==> config.mk <==
export PLATFORM = sky130hd
export DESIGN_NAME = wb_bus_arbiter2
export DESIGN_NICKNAME = d
export VERILOG_FILES = /design/src/rtl/wb_arb_defs.sv /design/src/rtl/rr_pick2.sv /design/src/rtl/wb_bus_arbiter2.sv
export SDC_FILE = /design/constraint.sdc
export NUM_CORES = 1
export LEC_CHECK = 0
export BUFFER_PORTS_ARGS = -buffer_cell sky130_fd_sc_hd__buf_2
export CELL_PAD_IN_SITES_DETAIL_PLACEMENT = 0
export CELL_PAD_IN_SITES_GLOBAL_PLACEMENT = 2
export CORE_MARGIN = 4
export CORE_UTILIZATION = 10
export CTS_BUF_LIST = sky130_fd_sc_hd__clkbuf_8
export CTS_CLUSTER_DIAMETER = 100
export DETAILED_ROUTE_END_ITERATION = 8
export GPL_TIMING_DRIVEN = 0
export PLACE_DENSITY = 0.84
export SLEW_MARGIN = 20
export SYNTH_ARGS = -nofsm -noshare
export SYNTH_HDL_FRONTEND = slang
export SYNTH_SLANG_ARGS = --single-unit
export TNS_END_PERCENT = 50
==> constraint.sdc <==
create_clock -name wb_clk_i -period 1.4 [get_ports wb_clk_i]
set_input_delay 0.07 -clock wb_clk_i [delete_from_list [all_inputs] [get_ports wb_clk_i]]
set_output_delay 0.07 -clock wb_clk_i [all_outputs]
set_load 0.1 [all_outputs]
==> src/rtl/wb_arb_defs.sv <==
// wb_arb_defs: shared arbiter state encodings and master index constants.
package wb_arb_defs;
  typedef enum logic [1:0] {
    ARB_IDLE = 2'b00,
    ARB_GNT0 = 2'b01,
    ARB_GNT1 = 2'b10
  } arb_state_t;
  localparam logic M0 = 1'b0;
  localparam logic M1 = 1'b1;
endpackage

==> src/rtl/rr_pick2.sv <==
// rr_pick2: combinational two-way round-robin pick; on a tie the master that was not granted last wins.
module rr_pick2 (
  input  logic req0,
  input  logic req1,
  input  logic last_grant,
  output logic valid,
  output logic idx
);
  assign valid = req0 | req1;
  assign idx   = (req0 & req1) ? ~last_grant : req1;
endmodule

==> src/rtl/wb_bus_arbiter2.sv <==
// wb_bus_arbiter2: two-master/one-slave round-robin Wishbone arbiter (ibus M0, dbus M1).
// Optional grant timeout with error pulse is enabled by defining WB_ARB_TIMEOUT_EN.
module wb_bus_arbiter2
  import wb_arb_defs::*;
#(
  parameter int ADR_WIDTH      = 32,
  parameter int TIMEOUT_CYCLES = 64
) (
  input  logic                 wb_clk_i,
  input  logic                 wb_rst_i,
  input  logic [ADR_WIDTH-1:0] m0_adr_i,
  input  logic                 m0_stb_i,
  output logic [31:0]          m0_dat_o,
  output logic                 m0_ack_o,
  output logic                 m0_err_o,
  input  logic [ADR_WIDTH-1:0] m1_adr_i,
  input  logic [31:0]          m1_dat_i,
  output logic [31:0]          m1_dat_o,
  input  logic                 m1_we_i,
  input  logic [3:0]           m1_sel_i,
  input  logic                 m1_stb_i,
  input  logic                 m1_cyc_i,
  output logic                 m1_ack_o,
  output logic                 m1_err_o,
  output logic [ADR_WIDTH-1:0] s_adr_o,
  output logic [31:0]          s_dat_o,
  input  logic [31:0]          s_dat_i,
  output logic                 s_we_o,
  output logic [3:0]           s_sel_o,
  output logic                 s_stb_o,
  output logic                 s_cyc_o,
  input  logic                 s_ack_i
);
  arb_state_t state, state_nx;
  logic last_grant, last_nx;
  logic req0, req1, gnt0, gnt1, own_req, oth_req, pick_v, pick_i, to_hit;
  assign req0    = m0_stb_i;
  assign req1    = m1_cyc_i & m1_stb_i;
  assign gnt0    = state == ARB_GNT0;
  assign gnt1    = state == ARB_GNT1;
  assign own_req = gnt1 ? req1 : req0;
  assign oth_req = gnt1 ? req0 : req1;
  rr_pick2 u_pick (
    .req0       (req0),
    .req1       (req1),
    .last_grant (last_grant),
    .valid      (pick_v),
    .idx        (pick_i)
  );
`ifdef WB_ARB_TIMEOUT_EN
  localparam int CW = $clog2(TIMEOUT_CYCLES + 1);
  localparam logic [CW-1:0] TO_MAX = CW'(TIMEOUT_CYCLES);
  logic [CW-1:0] cnt;
  // Cleared whenever the next cycle starts a new grant, so each grant waits from zero.
  always_ff @(posedge wb_clk_i or posedge wb_rst_i)
    if (wb_rst_i) cnt <= '0;
    else cnt <= (state_nx != state || state == ARB_IDLE) ? '0 : cnt + CW'(!s_ack_i);
  assign to_hit = (gnt0 | gnt1) & (cnt == TO_MAX);
`else
  assign to_hit = 1'b0;
`endif
  // An ack always leaves the granted master, so a still-high stb in the ack cycle is never re-served.
  always_comb begin
    state_nx = state;
    last_nx  = last_grant;
    if (!gnt0 && !gnt1)
      state_nx = pick_v ? (pick_i ? ARB_GNT1 : ARB_GNT0) : ARB_IDLE;
    else if (to_hit) begin
      state_nx = ARB_IDLE;
      last_nx  = gnt1;
    end else if (s_ack_i) begin
      state_nx = oth_req ? (gnt1 ? ARB_GNT0 : ARB_GNT1) : ARB_IDLE;
      last_nx  = gnt1;
    end else if (!own_req)
      state_nx = ARB_IDLE;
  end
  always_ff @(posedge wb_clk_i or posedge wb_rst_i)
    if (wb_rst_i) begin
      state      <= ARB_IDLE;
      last_grant <= M1;
    end else begin
      state      <= state_nx;
      last_grant <= last_nx;
    end
  assign s_cyc_o  = (gnt0 | gnt1) & ~to_hit;
  assign s_stb_o  = s_cyc_o & own_req;
  assign s_adr_o  = gnt1 ? m1_adr_i : m0_adr_i;
  assign s_dat_o  = m1_dat_i;
  assign s_we_o   = gnt1 & m1_we_i;
  assign s_sel_o  = gnt1 ? m1_sel_i : 4'hF;
  assign m0_ack_o = gnt0 & s_ack_i & ~to_hit;
  assign m1_ack_o = gnt1 & s_ack_i & ~to_hit;
  assign m0_err_o = gnt0 & to_hit;
  assign m1_err_o = gnt1 & to_hit;
  assign m0_dat_o = s_dat_i;
  assign m1_dat_o = s_dat_i;
endmodule

==> metrics.txt <==
syn_area_per_cell=between 8 and 9 um2; # port buffers=211; Finished Layout Cells=between 500 and 600; routability cong.=~0.72; largest area contributor in the netlist=buf_4; YS warnings=0; M1 GR Usage=under 10%; first-pass detailed-route iteration total=4; prevailing post-synth register cell=dfrtp_1; Period minus WS final=roughly 1.7 ns; ys async rst share=100%; WP data arrival=approximately 1.6 ns; worst reg2reg endpoint=state[0]; clk_lat worst skew=around 0.22 ns; first-pass GRT wire length=9370 um; Startpoint Class=register; pre-CTS setup slack=-0.293 ns; Power Density=roughly 1600 nW/um2; # DRC=0; fillcell total=1,425; pin count of the biggest net entering global routing=11; antenna violations before repair=0; top cells by area, synth=buf_4 (53%), mux2_2 (26%), dfrtp_1 (3.6%), ha_1 (2.7%), nand2b_1 (2.3%); Min-Delay Path Depth=3; GR Util met3=roughly 1.8%; reg2reg path depth=5; Reg-to-Reg Start=state[1]; share of cells above drive strength 1=94.9%; Routed WL=around 6500 um; Worst Skew=0.00149 ns; crit-path max cell delay=0.39 ns; Reg clk slew, reported paths=0.03 ns; EDFF count, synth=0; Pwr Total=about 0.0058 W; die height=126 um; delay-heaviest family, CP=buffers and inverters; Congestion Overflow GR=0; crit share post-route=121%; reg-to-reg slack, setup=-0.21 ns; Final setup violation count=35; fmax=about 0.6 GHz; CORE AREA=between 10,000 and 15,000 um2; hold path endpoint=state[1]; Post-Synthesis Cells=roughly 170; Routed WL per cell=around 11 um; Crit-path slowest cell=dfrtp_1; CTS buffer count=3; Netlist cell types=23; Mapped Area=~1400 um2; leakage=between 1.5 and 2 nW; post-synthesis sequential area ratio=under 10%; Min-Delay Path Class=primary input to register; critical path endpoint category=output pin; Area Growth Syn to Fin=165%; Hold Crit Start=m1_stb_i; RSZ-0062 raised after global routing=yes; crit-path max FO=5; die width=about 130 um; FP Rows=42; CTS HTree Levels=1; Max Cap Viol=0; met2 Use GR=between 10% and 20%; detailed placer's ending HPWL=approximately 5800 um; number of global-route vias before repair=1,884; global route hottest layer=met2; CP Class=register to output pin; Final Max Slew Viols=0; post-synth top area share=a little over half; CTS tree=yes; violated checks=setup timing; Final Hold Vio Count=0; vias after detailed routing=~1.8k; post-synthesis register bit count=3; Via density=between 3 and 4; boundary pin count=between 200 and 300; Final Worst Setup Slack=-0.297 ns; Root Buffer=clkbuf_8; GRT Util Overall=under 10%; worst vdd ir=roughly 0.73 mV; WP depth=6; placed insts=approximately 550; hold_ws=about 0.16 ns; CP bufs+invs=4; Post-synth top cells=buf_4 (98), mux2_2 (32), nand2b_1 (5); WP data required=around 1.3 ns; 1st-iter DRT viols=26; Antenna diodes=0; CTS max path bufs=2; area of the multi-input gates=713 um2; most used cell, CP=buf_12; status=finished with violations; Starting Density=around a tenth; Layout Utilization=27.4%; register area=~78 um2; critical-path cell list=inv_2, ha_4, buf_12, clkbuf_16, mux2_4, buf_12; remaining antenna violation count after routing=0; dominant cell by count in the synthesized netlist=buf_4; fin nets=approximately 540; Sink Count=3; die area=15,800 um2
-- worst max-delay path by stage --
stage	from	endpoint	slack, ns
final	state[0]	s_adr_o[12]	-0.30
after global routing	state[0]	s_adr_o[8]	-0.34
after CTS	state[1]	s_adr_o[9]	-0.35
after detailed placement	state[0]	s_adr_o[19]	-0.29
after global placement	state[0]	s_adr_o[19]	-0.27
after floorplan	state[1]	state[0]	-0.09
-- worst register-to-register path, stage by stage (launching register included) --
cell and delay, ns:
dfrtp_2 0.41, buf_4 0.16, ha_4 0.35, inv_12 0.04, or3_1 0.30, a32o_1 0.22
-- stage by stage --
stage | area [um2] | setup TNS, ns
after floorplan | 1570 | -0.266
after global placement | 2840 | -7.74
after detailed placement | 2840 | -8.20
after CTS | 3600 | -10.88
after global routing | 3670 | -10.59
final | 3670 | -8.62
-- cell families after synthesis --
| kind of cell | count (synthesis) | share of synthesized area [%] |
|---|---|---|
| compound gates | 7 | 3.80 |
| other cells | 1 | 0.271 |
| fa+ha+maj | 3 | 2.71 |
| simple gates | 14 | 5.97 |
| flops | 3 | 5.52 |
| mux | 32 | 26.0 |
| buf+inv | 106 | 55.7 |
-- placed cells by master (no fill, tap or decap), drive strengths merged --
cell type,instances
buf,320
mux2,32
nand2b,5
inv,5
clkbuf,5
and2,3
ha,3
conb,2
nand3,2
dfrtp,2
a21boi,1
a31o,1
a211oi,1
nor2b,1
o21ai,1
nand2,1
o2bb2ai,1
a21oi,1
or3,1
or2,1
a32o,1
dlygate4sd3,1
dfstp,1
-- cell type report --
cell class	count	area share [%]
plain buffers	101	21.7
clock buffers	3	1.12
clock inverters	1	0.102
inverters	4	0.750
multi-input cells	58	19.4
flip-flops and latches	3	2.11
well taps	176	6.00
repair buffers	222	48.8
-- power by group --
part	total (W)	switching (W)	internal, W
Sequential	0.000151	0.0000248	0.000126
Clock	0.000243	0.0000566	0.000187
Combinational	0.00536	0.00348	0.00187
Total	0.00575	0.00356	0.00219
-- registers in the layout (all words and copies together) (netlist names) --
| signal | flops |
|---|---|
| state | 2 |
| last_grant | 1 |
-- what timing repair did --
item / in CTS / in global routing
gates resized for setup: 162 / 7
setup buffers: 6 / 1
pin swaps: 0 / 1
endpoints found under the hold margin: 3 / 0
setup endpoints to repair: 42 / 40
hold buffers: 1 / 0
gates cloned: 1 / 2
-- per-layer routing --
layer / vias to the layer above / routed length [um]
li1: 890 / -
met1: 792 / 1980
met2: 131 / 3780
met3: 4 / 715
met4: 0 / 44
met5: - / 0
No activity file was read; power rests on OpenSTA's default activity.
